===== src/rtl/usr_shift_sequencer.sv =====
// Command sequencer for a WIDTH-bit universal shift register: accepts LOAD/SHR/SHL/ROR/ROL
// commands over valid/ready and drives the register's sel/i/il/ir controls, then pulses done.
module usr_shift_sequencer #(
    parameter int WIDTH = 4,
    parameter int CNT_W = 3
) (
    input  logic             clk,
    input  logic             rst,
    input  logic             cmd_valid,
    output logic             cmd_ready,
    input  logic [2:0]       cmd_op,
    input  logic [WIDTH-1:0] cmd_data,
    input  logic [CNT_W-1:0] cmd_cnt,
    input  logic             cmd_fill,
    input  logic [WIDTH-1:0] sr_q,
    output logic [1:0]       sr_sel,
    output logic [WIDTH-1:0] sr_i,
    output logic             sr_il,
    output logic             sr_ir,
    output logic             busy,
    output logic             done,
    output logic             err
);

    localparam logic [1:0] ST_IDLE  = 2'd0;
    localparam logic [1:0] ST_LOAD  = 2'd1;
    localparam logic [1:0] ST_SHIFT = 2'd2;
    localparam logic [1:0] ST_DONE  = 2'd3;

    localparam logic [2:0] OP_LOAD = 3'd0;
    localparam logic [2:0] OP_SHR  = 3'd1;
    localparam logic [2:0] OP_SHL  = 3'd2;
    localparam logic [2:0] OP_ROR  = 3'd3;
    localparam logic [2:0] OP_ROL  = 3'd4;

    localparam logic [1:0] SEL_HOLD = 2'b00;
    localparam logic [1:0] SEL_SHR  = 2'b01;
    localparam logic [1:0] SEL_SHL  = 2'b10;
    localparam logic [1:0] SEL_LOAD = 2'b11;

    localparam logic [CNT_W-1:0] CNT_ZERO = {CNT_W{1'b0}};
    localparam logic [CNT_W-1:0] CNT_ONE  = {{(CNT_W-1){1'b0}}, 1'b1};
    localparam logic [WIDTH-1:0] DATA_ZERO = {WIDTH{1'b0}};

    function automatic logic op_is_shift(input logic [2:0] op);
        return (op == OP_SHR) || (op == OP_SHL) || (op == OP_ROR) || (op == OP_ROL);
    endfunction

    function automatic logic op_is_legal(input logic [2:0] op);
        return (op == OP_LOAD) || op_is_shift(op);
    endfunction

    function automatic logic op_moves_right(input logic [2:0] op);
        return (op == OP_SHR) || (op == OP_ROR);
    endfunction

    logic [1:0]       state_q, state_d;
    logic [2:0]       op_q, op_d;
    logic [WIDTH-1:0] data_q, data_d;
    logic [CNT_W-1:0] cnt_q, cnt_d;
    logic             fill_q, fill_d;

    logic [1:0]       sel_q, sel_d;
    logic [WIDTH-1:0] sr_i_q, sr_i_d;
    logic             busy_q, busy_d;
    logic             done_q, done_d;
    logic             err_q, err_d;
    logic             ready_q, ready_d;
    logic             il_s, ir_s;

    // Next state and command latch; fields are captured only on an IDLE handshake
    always_comb begin
        state_d = state_q;
        op_d    = op_q;
        data_d  = data_q;
        cnt_d   = cnt_q;
        fill_d  = fill_q;
        case (state_q)
            ST_IDLE: begin
                if (cmd_valid) begin
                    op_d   = cmd_op;
                    data_d = cmd_data;
                    cnt_d  = cmd_cnt;
                    fill_d = cmd_fill;
                    if (cmd_op == OP_LOAD) begin
                        state_d = ST_LOAD;
                    end else if (op_is_shift(cmd_op) && (cmd_cnt != CNT_ZERO)) begin
                        state_d = ST_SHIFT;
                    end else begin
                        state_d = ST_DONE;
                    end
                end else begin
                    state_d = ST_IDLE;
                end
            end
            ST_LOAD:  state_d = ST_DONE;
            ST_SHIFT: begin
                cnt_d = cnt_q - CNT_ONE;
                if (cnt_q == CNT_ONE) begin
                    state_d = ST_DONE;
                end else begin
                    state_d = ST_SHIFT;
                end
            end
            ST_DONE:  state_d = ST_IDLE;
            default:  state_d = ST_IDLE;
        endcase
    end

    // Output decode from the upcoming state so the controls leave the block registered
    always_comb begin
        sel_d  = SEL_HOLD;
        sr_i_d = DATA_ZERO;
        case (state_d)
            ST_LOAD: begin
                sel_d  = SEL_LOAD;
                sr_i_d = data_d;
            end
            ST_SHIFT: begin
                if (op_moves_right(op_d)) begin
                    sel_d = SEL_SHR;
                end else begin
                    sel_d = SEL_SHL;
                end
            end
            default: begin
                sel_d  = SEL_HOLD;
                sr_i_d = DATA_ZERO;
            end
        endcase
        busy_d  = (state_d != ST_IDLE);
        ready_d = (state_d == ST_IDLE);
        done_d  = (state_d == ST_DONE);
        err_d   = (state_d == ST_DONE) && !op_is_legal(op_d);
    end

    // Serial inputs follow the live register contents, so they cannot be registered
    always_comb begin
        il_s = 1'b0;
        ir_s = 1'b0;
        if (state_q == ST_SHIFT) begin
            case (op_q)
                OP_SHR:  ir_s = fill_q;
                OP_SHL:  il_s = fill_q;
                OP_ROR:  ir_s = sr_q[0];
                OP_ROL:  il_s = sr_q[WIDTH-1];
                default: begin
                    il_s = 1'b0;
                    ir_s = 1'b0;
                end
            endcase
        end else begin
            il_s = 1'b0;
            ir_s = 1'b0;
        end
    end

    // State, latched command and registered outputs
    always_ff @(posedge clk or negedge rst) begin
        if (!rst) begin
            state_q <= ST_IDLE;
            op_q    <= 3'd0;
            data_q  <= DATA_ZERO;
            cnt_q   <= CNT_ZERO;
            fill_q  <= 1'b0;
            sel_q   <= SEL_HOLD;
            sr_i_q  <= DATA_ZERO;
            busy_q  <= 1'b0;
            done_q  <= 1'b0;
            err_q   <= 1'b0;
            ready_q <= 1'b1;
        end else begin
            state_q <= state_d;
            op_q    <= op_d;
            data_q  <= data_d;
            cnt_q   <= cnt_d;
            fill_q  <= fill_d;
            sel_q   <= sel_d;
            sr_i_q  <= sr_i_d;
            busy_q  <= busy_d;
            done_q  <= done_d;
            err_q   <= err_d;
            ready_q <= ready_d;
        end
    end

    assign cmd_ready = ready_q;
    assign sr_sel    = sel_q;
    assign sr_i      = sr_i_q;
    assign sr_il     = il_s;
    assign sr_ir     = ir_s;
    assign busy      = busy_q;
    assign done      = done_q;
    assign err       = err_q;

endmodule


===== config.mk =====
export PLATFORM = sky130hd
export DESIGN_NAME = usr_shift_sequencer
export DESIGN_NICKNAME = d
export VERILOG_FILES = /design/src/rtl/usr_shift_sequencer.sv
export SDC_FILE = /design/constraint.sdc
export NUM_CORES = 1
export LEC_CHECK = 0
export ABC_AREA = 1
export BUFFER_PORTS_ARGS = -buffer_cell sky130_fd_sc_hd__buf_2
export CORE_UTILIZATION = 55
export CTS_CLUSTER_SIZE = 10
export DETAILED_ROUTE_END_ITERATION = 8
export PLACE_DENSITY = 0.83
export REMOVE_ABC_BUFFERS = 1
export SYNTH_ARGS = -nofsm -noshare
export SYNTH_HDL_FRONTEND = slang
export SYNTH_SLANG_ARGS = --single-unit

===== constraint.sdc =====
create_clock -name clk -period 4.4 [get_ports clk]
set_clock_uncertainty 0.15 [all_clocks]
set_input_delay 0.22 -clock clk [delete_from_list [all_inputs] [get_ports clk]]
set_output_delay 0.22 -clock clk [all_outputs]
set_load 0.01 [all_outputs]

==> results by group <==
Status
  – Outcome: finished, final reports clean

Logic synthesis
  – Number of instances in the synthesized netlist: 120
  – Flops & latches, synth: 23
  – Yosys warns: 0
  – Cell Area, Synth: 1131 um2
  – Share of synthesized area occupied by flip-flops and latches: 0.5100
  – Netlist cell types: 22
  – Avg Cell Area, Syn: 9.426 um2

Place
  – Post-placement setup slack: 2415 ps
  – Count of buffers from port buffering: 27
  – RePlAce Congestion: 0.7877
  – Half-perimeter wire length after detailed placement: 1.644 mm

Timing
  – Worst relative slew slack: 0.6687
  – Achievable Freq: 477.3 MHz
  – Setup ws final: 2305 ps
  – Setup violators final: 0
  – Setup repair after global routing missed its margin: no
  – Post-layout minimum cycle time: 2095 ps
  – Number of slew-limit violations in the final report: 0
  – Total negative setup slack: 0 ps
  – Share of the cycle needed by the critical path after routing: 0.4762
  – Actual transition at the worst max-transition pin: 496.9 ps
  – Number of hold-slack violations in the final timing report: 0

Clock network
  – Root buf cell: sky130_fd_sc_hd__clkbuf_4
  – Clk pin slew, worst setup/hold paths: 130 ps
  – Htree depth: 1
  – Post-CTS Repair Setup Buffers: 0
  – Number of clock buffers inserted by TritonCTS: 3
  – Maximum clock insertion buffer count: 2
  – Clock tree from TritonCTS: yes
  – Insertion delay of the later-clocked pin in the worst-skew pair: 310 ps
  – CTS Sinks: 23

Worst setup path
  – Type of the worst setup path: flip-flop to primary output
  – Worst endpoint required time: 4030 ps
  – Arrival time at the worst endpoint: 1730 ps
  – Critical Path Source Type: flip-flop
  – Maximum fanout count along the critical path: 6
  – Setup crit end kind: primary output
  – Worst reg2reg path depth: 10

Routing
  – DR vias: 902
  – Average via count per standard cell: 4.902
  – DRC: 0
  – Iteration-0 DRC Markers: 22
  – Wire per inst: 11.74 um
  – Count of nets left with antenna violations after detail routing: 0
  – Iteration count of the initial detailed-routing pass: 4
  – Routed WL: 2.161 mm

Global routing
  – First-pass GRT wire length: 3.581 mm
  – Largest net degree at the start of global routing: 24
  – Via count of the first global-routing pass: 860
  – Total global-route track usage: 0.2384
  – Number of antenna violations at the first check in global routing: 0
  – GRT overflow: 0

Pwr
  – Total power divided by cell area: 662.7 nW/um2
  – Leakage dissipation: 0.0007582 uW
  – IR drop worst, VDD: 0.0004340 V

Die
  – Initial core utilization: 0.5825
  – Chip Width: 47.35 um
  – Area of the placeable core: 1942 um2
  – Die outline area: 2242 um2
  – Die Y-Extent: 47.35 um
  – I/O pin count: 30
  – Rows: 16

Final layout
  – Number of nets in the finished design: 186
  – Fillcell total: 158
  – Area growth from synthesis to layout: 22.68%
  – Number of antenna cells inserted: 0
  – Multi-input logic area: 470.5 um2
  – Share of layout cells above drive strength 1: 0.2994
  – FF/Latch Area: 576.8 um2

Worst hold path
  – Worst hold path type: primary input to flip-flop
  – Hold Path Cell Cnt: 3

Flow run
  – Max-cap check violation count: 0
layout by cell type (no fill, tap or decap), types with 4 or more instances in the layout:
cell                            count
sky130_fd_sc_hd__o21ai_2            5
sky130_fd_sc_hd__nor2_1             7
sky130_fd_sc_hd__buf_2             27
sky130_fd_sc_hd__a21oi_1            4
sky130_fd_sc_hd__or2_1              4
sky130_fd_sc_hd__nand3_1            6
sky130_fd_sc_hd__nand2_2            6
sky130_fd_sc_hd__o21ai_0            5
sky130_fd_sc_hd__dfrtp_1           22
sky130_fd_sc_hd__ha_1              10
sky130_fd_sc_hd__dlygate4sd3_1      6
sky130_fd_sc_hd__inv_1             20
sky130_fd_sc_hd__nand2_1           19
cells in the mapped netlist (all sizes together):
master / number / area, um2
nand3: 6 / 30.03
dfrtp: 22 / 550.5
inv: 21 / 78.82
ha: 10 / 125.1
nand2: 26 / 120.1
a21boi: 1 / 7.510
or2: 4 / 25.02
o21bai: 1 / 7.510
nor4: 1 / 6.260
a22oi: 1 / 7.510
nor2: 7 / 26.28
clkinv: 1 / 5.000
o21ai: 12 / 78.82
o211ai: 1 / 7.510
dfstp: 1 / 26.28
a21oi: 5 / 28.78
worst max-delay path: stages (launching register included):
cell and delay (ps):
sky130_fd_sc_hd__dfrtp_1 420, sky130_fd_sc_hd__inv_1 120, sky130_fd_sc_hd__ha_1 300, sky130_fd_sc_hd__inv_2 110, sky130_fd_sc_hd__nor4_1 280, sky130_fd_sc_hd__buf_2 180
worst paths after layout:
| kind | startpoint | end | slack, ps |
|---|---|---|---|
| max | state_q[0] | sr_il | 2300 |
| min | cmd_op[1] | op_q[1] | 30 |
| max reg2reg | state_q[0] | sr_sel[0] | 2390 |
| min reg2reg | fill_q | fill_q | 390 |
| max in group asynchronous | rst | cmd_ready | 3510 |
| min in group asynchronous | rst | op_q[2] | 240 |
where the power goes:
group	switching, uW	internal [uW]
combinational	295	178
clock	64.0	34.0
sequential	39.8	310
total	398	521
area by class of cell:
class | count | share of cell area
Clock buffer | 3 | 0.01623
Clock inverter | 1 | 0.003607
Inverter | 22 | 0.06041
Multi-Input combinational cell | 75 | 0.3390
Sequential cell | 23 | 0.4157
Tap cell | 27 | 0.02435
Timing Repair Buffer | 33 | 0.1407
metal layers:
metal / part of all wire / GRT usage / wire length, um / vias up
li1: - / - / - / 453
met1: 0.44 / 0.2805 / 960 / 417
met2: 0.49 / 0.3945 / 1063 / 28
met3: 0.048 / 0.05769 / 104 / 4
met4: 0.015 / 0.1371 / 32 / 0
met5: 0 / 0 / 0 / -
timing repair:
item | in CTS | in global routing
hold buffers | 6 | 0
endpoints found under the hold margin | 27 | 0
gates resized for setup | 0 | 0
logic make-up (layout without fill, tap and decap cells):
logic type               after synthesis  count (layout)  share of synthesized area
AND/OR/NAND/NOR                       44              44                     0.1836
AO/OA/AOI/OAI                         21              21                     0.1217
buffers and inverters                 22              59                    0.07411
flip-flops                            23              23                     0.5100
adder cells (fa/ha/maj)               10              10                     0.1106
per-stage QoR:
step | hold WS [ps] | instances | utilization | instance area [um2] | total power [uW]
final | 32.94 | 184 | 0.7146 | 1388 | 919.6
after detailed placement | 67.20 | 174 | 0.6695 | 1300 | 824.7
after global routing | 46.44 | 184 | 0.7146 | 1388 | 1012
after floorplan | -225.6 | 120 | - | 1131 | 687.3
after CTS | 23.63 | 184 | 0.7146 | 1388 | 925.8
after global placement | 61.82 | 174 | 0.6695 | 1300 | 790.2
sequential cells by signal, summed over array words and instances, names as in the netlist, 2 cells and up:
register / flops
data_q: 4
state_q: 2
op_q: 3
sr_sel: 2
sr_i: 4
cnt_q: 3
No activity file was read; power rests on OpenSTA's default activity.
